<file path="src/rtl/cpu_pkg.sv">
// Shared Mini SRC control definitions: opcodes, sequencer steps, instruction classes
// and the strobe bundle driven by control_unit.
package cpu_pkg;

  localparam int OPC_W    = 5;
  localparam int LINK_REG = 15;

  typedef logic [OPC_W-1:0] opcode_t;

  localparam opcode_t OP_LD   = 5'b00000;
  localparam opcode_t OP_LDI  = 5'b00001;
  localparam opcode_t OP_ST   = 5'b00010;
  localparam opcode_t OP_ADD  = 5'b00011;
  localparam opcode_t OP_SUB  = 5'b00100;
  localparam opcode_t OP_AND  = 5'b00101;
  localparam opcode_t OP_OR   = 5'b00110;
  localparam opcode_t OP_SHR  = 5'b00111;
  localparam opcode_t OP_SHRA = 5'b01000;
  localparam opcode_t OP_SHL  = 5'b01001;
  localparam opcode_t OP_ROR  = 5'b01010;
  localparam opcode_t OP_ROL  = 5'b01011;
  localparam opcode_t OP_ADDI = 5'b01100;
  localparam opcode_t OP_ANDI = 5'b01101;
  localparam opcode_t OP_ORI  = 5'b01110;
  localparam opcode_t OP_MUL  = 5'b01111;
  localparam opcode_t OP_DIV  = 5'b10000;
  localparam opcode_t OP_NEG  = 5'b10001;
  localparam opcode_t OP_NOT  = 5'b10010;
  localparam opcode_t OP_BR   = 5'b10011;
  localparam opcode_t OP_JR   = 5'b10100;
  localparam opcode_t OP_JAL  = 5'b10101;
  localparam opcode_t OP_IN   = 5'b10110;
  localparam opcode_t OP_OUT  = 5'b10111;
  localparam opcode_t OP_MFHI = 5'b11000;
  localparam opcode_t OP_MFLO = 5'b11001;
  localparam opcode_t OP_NOP  = 5'b11010;
  localparam opcode_t OP_HALT = 5'b11011;

  // T0..T7 must stay consecutive: the sequencer advances by incrementing the step.
  typedef enum logic [3:0] {
    S_RST, S_T0, S_T1, S_T2, S_T3, S_T4, S_T5, S_T6, S_T7, S_HALT
  } step_t;

  typedef enum logic [4:0] {
    CL_ALU_R, CL_ALU_I, CL_LDI, CL_LD, CL_ST, CL_MULDIV, CL_UNARY, CL_BR, CL_JR,
    CL_JAL, CL_IN, CL_OUT, CL_MFHI, CL_MFLO, CL_NOP, CL_HALT, CL_ILL
  } iclass_t;

  typedef struct packed {
    logic pc_out, mdr_out, zhigh_out, zlow_out, hi_out, lo_out, inport_out, c_out, ba_out, r_out;
    logic r_in, gra, grb, grc, mar_en, mdr_en, mdr_read, ir_en, y_en;
    logic zhigh_in, zlow_in, hi_en, lo_en, pc_en, con_en, outport_en, inc_pc, ram_write;
    logic link_sel;
  } ctrl_t;

  function automatic step_t last_step(input iclass_t c);
    case (c)
      CL_ALU_R, CL_ALU_I, CL_LDI:             return S_T5;
      CL_LD, CL_ST:                           return S_T7;
      CL_MULDIV, CL_BR:                       return S_T6;
      CL_UNARY, CL_JAL:                       return S_T4;
      CL_JR, CL_IN, CL_OUT, CL_MFHI, CL_MFLO: return S_T3;
      default:                                return S_T2;
    endcase
  endfunction

  function automatic opcode_t imm_alu_op(input opcode_t opc);
    case (opc)
      OP_ADDI: return OP_ADD;
      OP_ANDI: return OP_AND;
      default: return OP_OR;
    endcase
  endfunction

endpackage

</file>
<file path="src/rtl/instr_class_dec.sv">
// Maps an opcode onto the instruction class that selects its execute sequence.
module instr_class_dec
  import cpu_pkg::*;
(
  input  opcode_t opcode,
  output iclass_t iclass
);

  always_comb begin
    case (opcode)
      OP_ADD, OP_SUB, OP_AND, OP_OR, OP_SHR, OP_SHRA, OP_SHL, OP_ROR, OP_ROL:
                             iclass = CL_ALU_R;
      OP_ADDI, OP_ANDI, OP_ORI: iclass = CL_ALU_I;
      OP_LDI:                iclass = CL_LDI;
      OP_LD:                 iclass = CL_LD;
      OP_ST:                 iclass = CL_ST;
      OP_MUL, OP_DIV:        iclass = CL_MULDIV;
      OP_NEG, OP_NOT:        iclass = CL_UNARY;
      OP_BR:                 iclass = CL_BR;
      OP_JR:                 iclass = CL_JR;
      OP_JAL:                iclass = CL_JAL;
      OP_IN:                 iclass = CL_IN;
      OP_OUT:                iclass = CL_OUT;
      OP_MFHI:               iclass = CL_MFHI;
      OP_MFLO:               iclass = CL_MFLO;
      OP_NOP:                iclass = CL_NOP;
      OP_HALT:               iclass = CL_HALT;
      default:               iclass = CL_ILL;
    endcase
  end

endmodule

</file>
<file path="src/rtl/control_unit.sv">
// Hardwired Moore sequencer for the Mini SRC datapath: fetch T0-T2, per-class
// execute steps T3-T7, halt on the halt opcode or a pending stop request.
module control_unit
  import cpu_pkg::*;
(
  input  logic        clk,
  input  logic        clr,
  input  logic [31:0] ir,
  input  logic        con_ff,
  input  logic        stop,
  output logic PCout, MDRout, ZHighout, ZLowout, HIout, LOout, InPortout, Cout, BAout, Rout,
  output logic Rin, Gra, Grb, Grc, MAR_enable, MDR_enable, MDR_read, IR_enable, Y_enable,
  output logic ZHighIn, ZLowIn, HI_enable, LO_enable, PC_enable, CON_enable, OutPort_enable,
  output logic IncPC, RAM_write,
  output logic [OPC_W-1:0] alu_op,
  output logic        link_sel,
  output logic        run,
  output logic        illegal
);

  step_t   state_q, state_d;
  opcode_t opc_q, opc_dec, alu;
  iclass_t iclass;
  ctrl_t   ctl;
  logic    illegal_q, stop_pend_q, halt_req;

  // Only the opcode field of ir matters here.
  logic unused_ir_bits;
  assign unused_ir_bits = ^ir[26:0];

  // During T2 the opcode is still on ir; it is captured at the end of T2, so
  // the branch out of fetch has to look at the live value.
  assign opc_dec  = (state_q == S_T2) ? ir[31:27] : opc_q;
  assign halt_req = stop | stop_pend_q;

  instr_class_dec u_dec (
    .opcode (opc_dec),
    .iclass (iclass)
  );

  // NOTE: sequential state uses non-blocking assignment so every register sees pre-edge values.
  always_ff @(posedge clk or negedge clr) begin
    if (!clr) begin
      state_q     <= S_RST;
      opc_q       <= '0;
      illegal_q   <= 1'b0;
      stop_pend_q <= 1'b0;
    end else begin
      state_q <= state_d;
      if (state_q == S_T2) begin
        opc_q <= ir[31:27];
        if (iclass == CL_ILL) illegal_q <= 1'b1;
      end
      if (state_q == S_RST || state_q == S_HALT) stop_pend_q <= 1'b0;
      else if (stop)                             stop_pend_q <= 1'b1;
    end
  end

  always_comb begin
    state_d = state_q;
    case (state_q)
      S_RST:  state_d = S_T0;
      S_T0:   state_d = S_T1;
      S_T1:   state_d = S_T2;
      S_HALT: state_d = S_HALT;
      default: begin
        if (state_q == S_T2 && iclass == CL_HALT) state_d = S_HALT;
        else if (state_q == last_step(iclass))   state_d = halt_req ? S_HALT : S_T0;
        else                                     state_d = step_t'(state_q + 4'd1);
      end
    endcase
  end

  // NOTE: every output of this block gets a default first, so no path can infer a latch.
  always_comb begin
    ctl = '0;
    alu = '0;
    case (state_q)
      S_T0: begin
        ctl.pc_out = 1'b1; ctl.mar_en = 1'b1; ctl.inc_pc = 1'b1; ctl.zlow_in = 1'b1;
        alu = OP_ADD;
      end
      S_T1: begin
        ctl.zlow_out = 1'b1; ctl.pc_en = 1'b1; ctl.mdr_read = 1'b1; ctl.mdr_en = 1'b1;
      end
      S_T2: begin
        ctl.mdr_out = 1'b1; ctl.ir_en = 1'b1;
      end
      S_T3, S_T4, S_T5, S_T6, S_T7: begin
        alu = opc_q;
        case (iclass)
          CL_ALU_R, CL_ALU_I: begin
            if (iclass == CL_ALU_I) alu = imm_alu_op(opc_q);
            case (state_q)
              S_T3: begin ctl.grb = 1'b1; ctl.r_out = 1'b1; ctl.y_en = 1'b1; end
              S_T4: begin
                ctl.zlow_in = 1'b1;
                if (iclass == CL_ALU_I) ctl.c_out = 1'b1;
                else begin ctl.grc = 1'b1; ctl.r_out = 1'b1; end
              end
              S_T5: begin ctl.zlow_out = 1'b1; ctl.gra = 1'b1; ctl.r_in = 1'b1; end
              default: ;
            endcase
          end
          // ldi, ld and st share the effective-address computation in T3-T4.
          CL_LDI, CL_LD, CL_ST: begin
            case (state_q)
              S_T3: begin ctl.grb = 1'b1; ctl.ba_out = 1'b1; ctl.y_en = 1'b1; end
              S_T4: begin ctl.c_out = 1'b1; ctl.zlow_in = 1'b1; alu = OP_ADD; end
              S_T5: begin
                ctl.zlow_out = 1'b1;
                if (iclass == CL_LDI) begin ctl.gra = 1'b1; ctl.r_in = 1'b1; end
                else                  ctl.mar_en = 1'b1;
              end
              S_T6: begin
                ctl.mdr_en = 1'b1;
                if (iclass == CL_LD) ctl.mdr_read = 1'b1;
                else begin ctl.gra = 1'b1; ctl.r_out = 1'b1; end
              end
              S_T7: begin
                if (iclass == CL_LD) begin ctl.mdr_out = 1'b1; ctl.gra = 1'b1; ctl.r_in = 1'b1; end
                else                 ctl.ram_write = 1'b1;
              end
              default: ;
            endcase
          end
          CL_MULDIV: begin
            case (state_q)
              S_T3: begin ctl.gra = 1'b1; ctl.r_out = 1'b1; ctl.y_en = 1'b1; end
              S_T4: begin ctl.grb = 1'b1; ctl.r_out = 1'b1; ctl.zhigh_in = 1'b1; ctl.zlow_in = 1'b1; end
              S_T5: begin ctl.zlow_out = 1'b1; ctl.lo_en = 1'b1; end
              S_T6: begin ctl.zhigh_out = 1'b1; ctl.hi_en = 1'b1; end
              default: ;
            endcase
          end
          CL_UNARY: begin
            case (state_q)
              S_T3: begin ctl.grb = 1'b1; ctl.r_out = 1'b1; ctl.zlow_in = 1'b1; end
              S_T4: begin ctl.zlow_out = 1'b1; ctl.gra = 1'b1; ctl.r_in = 1'b1; end
              default: ;
            endcase
          end
          CL_BR: begin
            case (state_q)
              S_T3: begin ctl.gra = 1'b1; ctl.r_out = 1'b1; ctl.con_en = 1'b1; end
              S_T4: begin ctl.pc_out = 1'b1; ctl.y_en = 1'b1; end
              S_T5: begin ctl.c_out = 1'b1; ctl.zlow_in = 1'b1; alu = OP_ADD; end
              S_T6: begin
                ctl.zlow_out = con_ff;
                ctl.pc_en    = con_ff;
              end
              default: ;
            endcase
          end
          CL_JR:
            if (state_q == S_T3) begin ctl.gra = 1'b1; ctl.r_out = 1'b1; ctl.pc_en = 1'b1; end
          CL_JAL: begin
            case (state_q)
              S_T3: begin ctl.pc_out = 1'b1; ctl.link_sel = 1'b1; ctl.r_in = 1'b1; end
              S_T4: begin ctl.gra = 1'b1; ctl.r_out = 1'b1; ctl.pc_en = 1'b1; end
              default: ;
            endcase
          end
          CL_IN:
            if (state_q == S_T3) begin ctl.inport_out = 1'b1; ctl.gra = 1'b1; ctl.r_in = 1'b1; end
          CL_OUT:
            if (state_q == S_T3) begin ctl.gra = 1'b1; ctl.r_out = 1'b1; ctl.outport_en = 1'b1; end
          CL_MFHI:
            if (state_q == S_T3) begin ctl.hi_out = 1'b1; ctl.gra = 1'b1; ctl.r_in = 1'b1; end
          CL_MFLO:
            if (state_q == S_T3) begin ctl.lo_out = 1'b1; ctl.gra = 1'b1; ctl.r_in = 1'b1; end
          default: ;
        endcase
      end
      default: ;
    endcase
  end

  assign PCout          = ctl.pc_out;
  assign MDRout         = ctl.mdr_out;
  assign ZHighout       = ctl.zhigh_out;
  assign ZLowout        = ctl.zlow_out;
  assign HIout          = ctl.hi_out;
  assign LOout          = ctl.lo_out;
  assign InPortout      = ctl.inport_out;
  assign Cout           = ctl.c_out;
  assign BAout          = ctl.ba_out;
  assign Rout           = ctl.r_out;
  assign Rin            = ctl.r_in;
  assign Gra            = ctl.gra;
  assign Grb            = ctl.grb;
  assign Grc            = ctl.grc;
  assign MAR_enable     = ctl.mar_en;
  assign MDR_enable     = ctl.mdr_en;
  assign MDR_read       = ctl.mdr_read;
  assign IR_enable      = ctl.ir_en;
  assign Y_enable       = ctl.y_en;
  assign ZHighIn        = ctl.zhigh_in;
  assign ZLowIn         = ctl.zlow_in;
  assign HI_enable      = ctl.hi_en;
  assign LO_enable      = ctl.lo_en;
  assign PC_enable      = ctl.pc_en;
  assign CON_enable     = ctl.con_en;
  assign OutPort_enable = ctl.outport_en;
  assign IncPC          = ctl.inc_pc;
  assign RAM_write      = ctl.ram_write;
  assign link_sel       = ctl.link_sel;
  assign alu_op         = alu;
  assign run            = (state_q != S_RST) && (state_q != S_HALT);
  assign illegal        = illegal_q;

endmodule

</file>
<file path="config.mk">
export PLATFORM = sky130hd
export DESIGN_NAME = control_unit
export DESIGN_NICKNAME = d
export VERILOG_FILES = /design/src/rtl/cpu_pkg.sv /design/src/rtl/instr_class_dec.sv /design/src/rtl/control_unit.sv
export SDC_FILE = /design/constraint.sdc
export NUM_CORES = 1
export LEC_CHECK = 0
export CAP_MARGIN = 0
export CORE_UTILIZATION = 37
export DETAILED_ROUTE_END_ITERATION = 6
export PLACE_DENSITY = 0.8
export SYNTH_ARGS = -nofsm -noshare
export SYNTH_HDL_FRONTEND = slang
export SYNTH_SLANG_ARGS = --single-unit
</file>
<file path="constraint.sdc">
create_clock -name clk -period 4 [get_ports clk]
set_input_delay 0.6 -clock clk [delete_from_list [all_inputs] [get_ports clk]]
set_output_delay 0.6 -clock clk [all_outputs]
set_load 0.1 [all_outputs]
</file>
==> results.toml <==
[cts]
cts_buffers = 3
tritoncts = "yes"
clk_latency_ps = 230
root_buffer = "clkbuf_8"
clk_pin_slew_ps = 50
clock_path_buffers = 2
holdBufCountCts = 0
htree_levels = 1
cts.sinks = 11

[pwr]
clkPwrFrac = 0.393
powerDensity_mw_per_mm2 = 65.0
p_int_uw = 207
swShare = 0.252
p_seq_frac = 0.412
total_power_uw = 277
p_leak_uw = 0.00169
switchingPower_uw = 70.0
vdd_drop_max_uv = 252
combPwrFrac = 0.196

[timing]
tightest_slew_ps = 967
setup_viol = 27
worst_clock_skew_ps = 4.50
max_slew_margin = 0.354
worst_slack_ps = -406
fin_crit_ps = 4410
fin_crit_sh = 1.10
drv_slew = 0
hold_violations = 0
rsz0062_at_grt = "yes"
fmax_ghz = 0.227

[status]
status = "complete, but fails checks"
violations = "negative setup slack"

[placed_design]
place_congestion = 0.956
portBuffers = 44
dp_hpwl_um = 6840
placed_cells = 470

[global_route]
grt-ovfl-total = 0
first_global_vias = 3117
antenna_found_initial = 0
grt_usage = 0.325
grt_max_degree = 25
grt_pass1_wl_um = 15800

[yosys]
ys_types = 71
synth_enable_flop_cells = 0
synthesis.nets = 366
synth_warnings = 0
synth_seq_cells = 11
synthCells = 324
synthArstFlopShare = 1.00
synth_flop_cell = "dfrtp_1"
syn_avg_cell_area_um2 = 6.76
syn-cell-area_mm2 = 0.00219
yosysSeqAreaShare = 0.126

[worst_setup_path]
worst-path-max-fanout = 4
r2r-end = "state_q[3]"
r2r_cells = 18
cp-start-kind = "flip-flop"
critPathCaptureType = "primary output"
required_ps = 3400
r2r_slack_ps = -290
critical_path_class = "reg -> out"
r2r-start = "state_q[0]"
arrival_ps = 3810

[floorplan]
io_pins = 72
core_area_mm2 = 0.00561
num_rows = 27
die_h_um = 79.0
dieWidth_um = 79.0
dieArea_mm2 = 0.00623
initial_utilization = 0.391

[finish]
n_antenna_cell = 0
synthToLayoutAreaGrowth_pct = 94.7
drive_gt1_frac = 0.531
stdcell_count = 498
final_nets = 469

[detailed_routing]
routed_wl_um = 10900
wl_per_cell_um = 21.8
vias = 3223
viasPerCell = 6.47
first_pass_iters = 5
drt_iter0_markers = 392
drtAntennaViolNets = 0
route.detailed.drc = 0

[worst_hold_path]
min-delay-start = "illegal"
holdPathStages = 1
hold_path.class = "reg -> reg"
hold_end = "illegal"

[job]
maxCapViolations = 0
## flip-flops by register name (all words and copies together) (netlist names)
name and cells:
opc_q 5, illegal 1, state_q 4, stop_pend_q 1
## Yosys cell counts (4+ instances only)
master,number,area (µm²)
o2111ai_1,4,35.0
a21oi_1,16,80.1
inv_1,11,41.3
or2_2,6,37.5
nand3_1,12,60.1
clkbuf_1,14,52.6
nor3_1,7,35.0
dfrtp_1,11,275
nor2_1,42,158
nor2b_1,5,31.3
and2_1,10,62.6
a31oi_1,6,37.5
nand2b_1,7,43.8
mux2i_1,5,50.1
o21ai_0,24,120
a21o_1,6,45.0
ha_1,6,75.1
nand2_1,42,158
a32oi_1,4,35.0
buf_6,4,45.0
o22ai_1,5,31.3
## logic make-up (layout without fill, tap and decap cells)
family | after synthesis | in the layout | share of synthesized area
buf+inv | 36 | 138 | 0.0874
compound gates | 100 | 100 | 0.327
flops | 11 | 11 | 0.126
simple gates | 156 | 156 | 0.355
xor+xnor | 5 | 5 | 0.0200
fa+ha+maj | 6 | 6 | 0.0343
mux | 10 | 10 | 0.0514
## worst max path at each step
| stage | from | to | slack, ps | cells after the start |
|---|---|---|---|---|
| finish | state_q[0] | ZLowIn | -410 | 17 |
| global route | state_q[0] | alu_op[0] | -530 | 16 |
| CTS | state_q[1] | alu_op[1] | -250 | 16 |
| detailed placement | state_q[0] | alu_op[1] | -190 | 16 |
| global placement | state_q[0] | alu_op[1] | -100 | 16 |
| floorplan | state_q[1] | alu_op[1] | -250 | 16 |
## area by class of cell
type / instances / area (µm²)
well taps: 72 / 90.1
multi-input cells: 277 / 2410
repair buffers: 122 / 1390
inverters: 12 / 57.6
flip-flops and latches: 11 / 275
fillers: 333 / 1340
clock buffers: 4 / 45.0
## layout by cell type (no fill, tap or decap), types with 4 or more instances in the layout
| cell type | n |
|---|---|
| buf_6 | 8 |
| nor2_1 | 23 |
| a21oi_1 | 9 |
| nand3_1 | 11 |
| nand2_1 | 32 |
| clkdlybuf4s50_1 | 9 |
| mux2i_1 | 4 |
| inv_1 | 11 |
| and2_1 | 7 |
| a21oi_2 | 8 |
| o21ai_0 | 11 |
| nor2_4 | 14 |
| o21ai_4 | 5 |
| dfrtp_1 | 11 |
| nand2_2 | 7 |
| nand2b_1 | 4 |
| buf_12 | 33 |
| nor3_4 | 4 |
| or2_2 | 4 |
| buf_4 | 71 |
| a21o_1 | 5 |
| nor2_2 | 6 |
| o21ai_1 | 5 |
| nor2b_1 | 5 |
## worst max-delay path: stages (launching register included)
cell,delay [ps]
dfrtp_1,350
ha_2,180
or3b_4,470
clkinv_8,70
mux2_4,310
ha_4,290
and2_4,130
o21ai_2,40
a31o_2,280
buf_4,140
buf_4,130
a31o_4,240
buf_4,140
buf_4,150
nand2b_4,190
nand3_4,100
o2111ai_4,130
buf_12,220
## metal layers
metal	part of all wire	vias up	wire, µm	global-route usage
met1	0.36	1483	3950	0.391
met2	0.48	264	5190	0.537
met3	0.099	85	1080	0.0678
li1	-	1391	-	-
met5	0	-	0	0
met4	0.060	0	658	0.180
## timing repair
item	4_1_cts	5_1_grt
setup buffers	14	13
endpoints found under the setup margin	23	27
resized for setup	34	35
pin swaps	30	29
## power by group through the flow
stage                     combinational, µW  sequential [µW]  clock (µW)
after global routing                   57.5              114         117
after global placement                 45.5              116           0
final                                  54.2              114         109
after detailed placement               46.4              116           0
after floorplan                        22.3              114           0
after CTS                              48.3              114         113
## metrics by stage
step | util | hold slack (ps) | setup WS (ps) | setup TNS (ps) | area (µm²)
after floorplan | - | 304 | -254 | -1670 | 2610
after global placement | 0.660 | 451 | -95.6 | -314 | 3700
after detailed placement | 0.660 | 457 | -186 | -983 | 3700
after CTS | 0.717 | 473 | -248 | -1750 | 4020
after global routing | 0.761 | 485 | -526 | -8360 | 4270
final | 0.761 | 466 | -406 | -6060 | 4270
Power figures use the tool's default switching activity.
